==> src/rtl/digit_serial_add_sub.sv <==
// Digit-serial two's-complement adder/subtractor: WIDTH bits processed DIGIT per clock
// through a registered inter-digit carry, with start/done handshake and carry/overflow/zero flags.
module digit_serial_add_sub #(
   parameter int WIDTH = 16,
   parameter int DIGIT = 4
) (
   input  logic             clk,
   input  logic             reset,
   input  logic             start,
   input  logic [WIDTH-1:0] x,
   input  logic [WIDTH-1:0] y,
   input  logic             addn_sub,
   output logic             busy,
   output logic             done,
   output logic [WIDTH-1:0] s,
   output logic             cout,
   output logic             overflow,
   output logic             zero
);

   localparam int NDIG = WIDTH / DIGIT;
   localparam int CW   = (NDIG > 1) ? $clog2(NDIG) : 1;
   localparam int IW   = $clog2(WIDTH);

   generate
      if ((WIDTH < 2) || (DIGIT < 1) || (DIGIT > WIDTH) || ((WIDTH % DIGIT) != 0)) begin : g_bad_params
         $error("digit_serial_add_sub: WIDTH must be >= 2 and a multiple of DIGIT");
      end
   endgenerate

   typedef enum logic {
      IDLE = 1'b0,
      RUN  = 1'b1
   } state_t;

   state_t           state_r;
   state_t           next_state_s;
   logic [WIDTH-1:0] xa_r;
   logic [WIDTH-1:0] yb_r;
   logic [WIDTH-1:0] sum_r;
   logic [WIDTH-1:0] full_s;
   logic             carry_r;
   logic [CW-1:0]    cnt_r;
   logic [IW-1:0]    base_s;
   logic [DIGIT-1:0] dx_s;
   logic [DIGIT-1:0] dy_s;
   logic [DIGIT-1:0] dsum_s;
   logic             dcout_s;
   logic             cmsb_s;
   logic             last_s;
   logic             accept_s;
   logic             finish_s;
   logic             busy_nx_s;
   logic             busy_r;
   logic             done_r;
   logic [WIDTH-1:0] s_r;
   logic             cout_r;
   logic             ovf_r;
   logic             zero_r;

   // Current digit slice, its sum with the carry register, and the merged full-width result.
   always_comb begin
      base_s = IW'(cnt_r) * IW'(DIGIT);
      dx_s   = xa_r[base_s +: DIGIT];
      dy_s   = yb_r[base_s +: DIGIT];
      {dcout_s, dsum_s} = {1'b0, dx_s} + {1'b0, dy_s} + {{DIGIT{1'b0}}, carry_r};
      // Carry into the top bit of this digit; only meaningful on the final digit.
      cmsb_s = dx_s[DIGIT-1] ^ dy_s[DIGIT-1] ^ dsum_s[DIGIT-1];
      full_s = sum_r;
      full_s[base_s +: DIGIT] = dsum_s;
      last_s = (cnt_r == CW'(NDIG - 1));
   end

   // State register.
   always_ff @(posedge clk) begin
      if (reset) begin
         state_r <= IDLE;
      end else begin
         state_r <= next_state_s;
      end
   end

   // Next-state logic.
   always_comb begin
      next_state_s = IDLE;
      case (state_r)
         IDLE: begin
            if (start) begin
               next_state_s = RUN;
            end else begin
               next_state_s = IDLE;
            end
         end
         RUN: begin
            if (last_s) begin
               next_state_s = IDLE;
            end else begin
               next_state_s = RUN;
            end
         end
         default: next_state_s = IDLE;
      endcase
   end

   // FSM decode: accept strobe, final-digit strobe and next busy value.
   always_comb begin
      accept_s = 1'b0;
      finish_s = 1'b0;
      case (state_r)
         IDLE:    accept_s = start;
         RUN:     finish_s = last_s;
         default: begin
            accept_s = 1'b0;
            finish_s = 1'b0;
         end
      endcase
      busy_nx_s = (next_state_s == RUN);
   end

   // Operand latch, digit iteration and result/flag registers.
   always_ff @(posedge clk) begin
      if (reset) begin
         xa_r    <= {WIDTH{1'b0}};
         yb_r    <= {WIDTH{1'b0}};
         sum_r   <= {WIDTH{1'b0}};
         carry_r <= 1'b0;
         cnt_r   <= {CW{1'b0}};
         busy_r  <= 1'b0;
         done_r  <= 1'b0;
         s_r     <= {WIDTH{1'b0}};
         cout_r  <= 1'b0;
         ovf_r   <= 1'b0;
         zero_r  <= 1'b0;
      end else begin
         busy_r <= busy_nx_s;
         done_r <= finish_s;
         if (accept_s) begin
            xa_r    <= x;
            yb_r    <= y ^ {WIDTH{addn_sub}};
            carry_r <= addn_sub;
            cnt_r   <= {CW{1'b0}};
         end else if (state_r == RUN) begin
            sum_r   <= full_s;
            carry_r <= dcout_s;
            cnt_r   <= last_s ? {CW{1'b0}} : cnt_r + CW'(1);
            if (finish_s) begin
               s_r    <= full_s;
               cout_r <= dcout_s;
               ovf_r  <= cmsb_s ^ dcout_s;
               zero_r <= (full_s == {WIDTH{1'b0}});
            end
         end
      end
   end

   assign busy     = busy_r;
   assign done     = done_r;
   assign s        = s_r;
   assign cout     = cout_r;
   assign overflow = ovf_r;
   assign zero     = zero_r;

endmodule

==> config.mk <==
export PLATFORM = sky130hd
export DESIGN_NAME = digit_serial_add_sub
export DESIGN_NICKNAME = d
export VERILOG_FILES = /design/src/rtl/digit_serial_add_sub.sv
export SDC_FILE = /design/constraint.sdc
export NUM_CORES = 1
export LEC_CHECK = 0
export BUFFER_PORTS_ARGS = -buffer_cell sky130_fd_sc_hd__buf_2
export CORE_UTILIZATION = 40
export CTS_BUF_LIST = sky130_fd_sc_hd__clkbuf_4 sky130_fd_sc_hd__clkbuf_8 sky130_fd_sc_hd__clkbuf_16
export DETAILED_ROUTE_END_ITERATION = 16
export MAX_ROUTING_LAYER = met4
export PLACE_DENSITY = 0.69
export SLEW_MARGIN = 40
export SYNTH_ARGS = -nofsm -noshare
export SYNTH_HDL_FRONTEND = slang
export SYNTH_SLANG_ARGS = --single-unit
==> constraint.sdc <==
create_clock -name clk -period 4.2 [get_ports clk]
set_input_delay 0.84 -clock clk [delete_from_list [all_inputs] [get_ports clk]]
set_output_delay 0.84 -clock clk [all_outputs]
set_load 0.03 [all_outputs]
After elaboration in Yosys (flattened, before gate mapping)
Index checks and enable logic that the tools add are counted.
- word-level logic and storage cells: 40
- bits of input ports: 36
- register bits after elaboration: 72
- output and inout port bits: 21
- shift operators: 4
- equality and inequality tests: 1
- mux-type cells: 9
- bitwise logic cells: 6
- reduce and logical (&&, ||, !) cells: 5
- $add $sub $neg: 4
- operators by type and width (operator ; number):
    16-bit by 5-bit indexed part select with 4-bit output ; 2
    16-bit bitwise mux ; 1
    16-bit zero test ; 1
    4-bit by 6-bit variable shift with 16-bit output, first input constant ; 1
    4-bit by 6-bit indexed part select with 16-bit output ; 1
    16-bit XOR ; 1
    1-bit two-way mux ; 6
    4-bit negator with 6-bit output ; 1
    4-bit by 4-bit adder with 5-bit output ; 1
    5-bit by 1-bit adder with 5-bit output ; 1
    3-bit AND reduction ; 1
    1-bit XOR ; 3
    2-bit by 1-bit adder with 2-bit output, second input constant ; 1
    2-bit == test, second input constant ; 1
    2-bit two-way mux ; 1
    1-bit inverter ; 2
    1-bit one-hot mux with 2 select lines ; 1
    2-bit AND reduction ; 1
    2-bit nonzero test ; 1
    2-bit OR reduction ; 1

Depth between registers and ports, before layout
- word-level depth: 6
- gate-level depth with buffers: 10
- depth with buffers taken out: 9

Least setup slack after synthesis
Ideal clock, no wire load.
- path type: reg-to-reg
- from: register cnt_r[0]
- to: register zero_r (netlist: zero)
- required time: 4.083 ns
- setup time: 0.117 ns
- cell stages (with the launch flop): 11
- clock period less this slack: 2.975 ns
- slack: 1.225 ns
- path buffers: 1
- arrival time: 2.858 ns
- path through: dfxtp_1 > buf_2 > mux4_2 > fa_1 > inv_1 > fa_1 > inv_1 > nor2_1 > nor3_1 > a2111oi_2 > a22o_1
- cells in the longest elaborated chain, start to end: 6
- elaborated cells between the ends (all ways): 12
- ends and longest elaborated chain (element ; RTL line ; source):
    from (decl) ; 43 ; logic [CW-1:0] cnt_r;
    from (signal assigned) ; 127 ; cnt_r <= {CW{1'b0}};
    from (signal assigned) ; 141 ; cnt_r <= {CW{1'b0}};
    from (signal assigned) ; 145 ; cnt_r <= last_s ? {CW{1'b0}} : cnt_r + CW'(1);
    16-bit by 5-bit indexed part select with 4-bit output (on tied branches) ; 64, 65 ;
    4-bit by 4-bit adder with 5-bit output ; 66 ; {dcout_s, dsum_s} = {1'b0, dx_s} + {1'b0, dy_s} + {{DIGIT{1'b0}}, carry_r};
    5-bit by 1-bit adder with 5-bit output ; 66 ;
    4-bit by 6-bit indexed part select with 16-bit output ; 70 ; full_s[base_s +: DIGIT] = dsum_s;
    16-bit bitwise mux ; 70 ;
    16-bit zero test ; 150 ; zero_r <= (full_s == {WIDTH{1'b0}});
    to (signal assigned) ; 150 ;
    to (decl) ; 59 ; logic zero_r;
Parallel ways exist; a longest one is shown, timed or not.
A chain may end at the register's enable or synchronous reset.

Worst setup path in the final report
Ends and elaborated chain as after synthesis.

==> metrics <==
status=complete, no violations; crit path DAT=3.27 ns; Net Sw Frac=0.282; P_leak=1.50 nW; Net Count, Synth=420; Fill cells=789; Final Cell Area=3890 sq um; hold crit path type=flip-flop to flip-flop; Yosys top cell area share=0.428; top cells by area, synth=dfxtp_1, mux4_2, nand2_1; Layout Cells excl Fill=528; Fin Setup TNS=0 ns; initial antenna violation count=0; Worst VDD drop=between 0.2 and 0.25 mV; Synth Area per Inst=9.03 sq um; I/O Pins=between 50 and 60; via/cell ratio=5.18; crit-path max FO=7; Flop pwr share=0.483; core area=8180 sq um; P_int=1.09 mW; Final ANT Viol Nets=0; share of layout cells above drive strength 1=0.217; Max Cap Viol=0; DRC=0; Simple-Gate Fraction of Synth Area=0.152; final core area utilization=0.476; CTS tree=done; Startpoint Class=flip-flop; RSZ-0062 raised after global routing=no; Post-CTS Resized=0; Root Driver=clkbuf_8; nets=465; Setup crit end kind=flip-flop; crit share post-route=0.721; Peak Freq=330 MHz; GP Congestion=about 0.84; Synth Cell Area=3370 sq um; #FFs+latches synth=72; die area=8790 sq um; H-tree depth=3; drt first pass iters=5; first-pass GRT wire length=12.7 mm; Cells after DPL=512; dpl hpwl=5.48 mm; Synth cell types=43; Req. time, crit path=4.45 ns; max-slew violations=0; Synth Area in Adders=0.0453; pin count of the biggest net entering global routing=53; area of the multi-input gates=1730 sq um; CTS Buffer Depth=2; mux contribution to synthesized area=0.0628; Clk Latency, worst-skew pair=0.35 ns; min cycle time layout=3.03 ns; chip height=93.7 um; final hold viol count=0; clock network power share=0.364; Port Buffers=56; clock tree sinks=72; worst setup margin=about 1.2 ns; pre-CTS WS=1.19 ns; combinational share of power=0.154; Area after DPL=3690 sq um; setup violators final=0; CTS Buf Count=9; Storage cell area=1440 sq um; Switch Pwr=~430 uW; YS warnings=0; final global-route overflow total=0; number of diodes=0; Worst-path clk slew=roughly 0.08 ns; hold_buf cts=0; Avg WL per Cell=14.4 um; Slew HR=0.594; Compound-Gate Fraction of Synth Area=0.198; GR Util All Layers=0.193; Cells after Synth=373; sequential fraction of the synthesis area=0.428; final clock skew=0.0100 ns; Area Growth Syn to Fin=15.5%; DR iter-0 viols=110; postcts setup bufs=0; post-synth top area cell=dfxtp_1; Vias=between 2000 and 3000; row count=33; largest family of logic cells by synthesized area=compound AO/OA/AOI/OAI gates; Tightest Pin Transition=between 0.6 and 0.7 ns; xor/xnor share of the synthesized area=0.0546; PwrDens=slightly below 400 nW/um^2; Initial Util=0.412; overall die width=approximately 94 um; vias in the first global route=2606; type of the worst setup path=flip-flop to flip-flop; Total Wirelength=~7.6 mm
==> sequential cells by signal, indices dropped and copies added, names as in the netlist <==
register	count
s	16
sum_r	16
xa_r	16
yb_r	16
cnt_r	2
busy	1
carry_r	1
cout	1
done	1
overflow	1
zero	1
==> synthesized netlist by cell type (all sizes together) <==
library cell	count
a211oi	20
a22oi	9
nand4b	1
nor2	40
ha	9
nand3b	2
nor4	1
a22o	11
buf	14
mux4	8
a21o	1
a31oi	3
nor3	5
dfxtp	72
o21a	1
mux2i	2
o31ai	1
xor2	3
o2bb2ai	1
clkinv	1
a2111oi	1
a21oi	26
xnor2	18
clkbuf	13
o21ai	12
mux2	1
a41oi	1
nor2b	10
inv	16
nand2	48
o22ai	8
nand2b	4
nand3	1
fa	2
nor3b	2
a32oi	3
or2	1
o221ai	1
==> layer usage <==
metal	GRT usage	wire [um]	share of wire	vias to the layer above
met1	0.236	3450	0.45	1267
met5	-	0	0	-
li1	-	-	-	1388
met4	0.0538	80	0.011	0
met2	0.318	3720	0.49	70
met3	0.0461	366	0.048	10
==> power groups by stage <==
stage,combinational [mW],sequential [mW],clock (mW)
finish,0.233,0.732,0.551
global route,0.259,0.735,0.590
CTS,0.233,0.732,0.563
detailed placement,0.232,0.748,0
global placement,0.227,0.747,0
floorplan,0.172,0.741,0
==> kinds of logic (layout without fill, tap and decap cells) <==
| kind of cell | count (synthesis) | after routing |
|---|---|---|
| fa+ha+maj | 11 | 11 |
| mux | 11 | 11 |
| flops | 72 | 72 |
| xor+xnor | 21 | 21 |
| buf+inv | 44 | 94 |
| compound gates | 99 | 99 |
| simple gates | 115 | 115 |
==> final timing paths <==
check                        start                 end  slack, ns  depth (start not counted)
max          cnt_r[0]$_SDFFE_PP0P_   zero$_SDFFE_PP0P_       1.17                          9
min             s[12]$_SDFFE_PP0P_  s[12]$_SDFFE_PP0P_       0.45                          2
max reg2reg  cnt_r[0]$_SDFFE_PP0P_   zero$_SDFFE_PP0P_       1.17                          9
min reg2reg     s[12]$_SDFFE_PP0P_  s[12]$_SDFFE_PP0P_       0.45                          2
==> per-stage QoR <==
| stage | power, mW | hold WS, ns |
|---|---|---|
| after floorplan | 0.912 | 0.433 |
| after global placement | 0.974 | 0.432 |
| after detailed placement | 0.980 | 0.445 |
| after CTS | 1.53 | 0.462 |
| after global routing | 1.58 | 0.481 |
| final | 1.52 | 0.454 |
==> critical path: stages, from the launching register on <==
cell and delay (ns):
dfxtp_1 0.58, mux4_2 0.59, fa_1 0.42, inv_1 0.09, fa_1 0.47, inv_1 0.18
nor2_1 0.08, nor3_1 0.20, a2111oi_2 0.07, a22o_1 0.22
==> placed cells by master, fill, tap and decap left out, types with 4 or more instances in the layout <==
master	instances
nor2_1	40
o21ai_0	12
a211oi_1	20
dfxtp_1	72
a22o_1	11
inv_1	16
o22ai_1	8
buf_2	56
a22oi_1	9
a21oi_1	25
buf_4	5
mux4_2	8
clkbuf_8	9
nand2b_1	4
nor2b_1	9
ha_1	9
clkinvlp_4	4
nand2_1	48
nor3_1	5
xnor2_1	18
==> cell type report <==
class	instances	share of cell area
Tap cell	105	0.0338
Multi-Input combinational cell	257	0.444
Timing Repair Buffer	61	0.0818
Inverter	17	0.0177
Sequential cell	72	0.371
Clock inverter	6	0.0177
Clock buffer	10	0.0338
(Power assumes the default switching activity.)
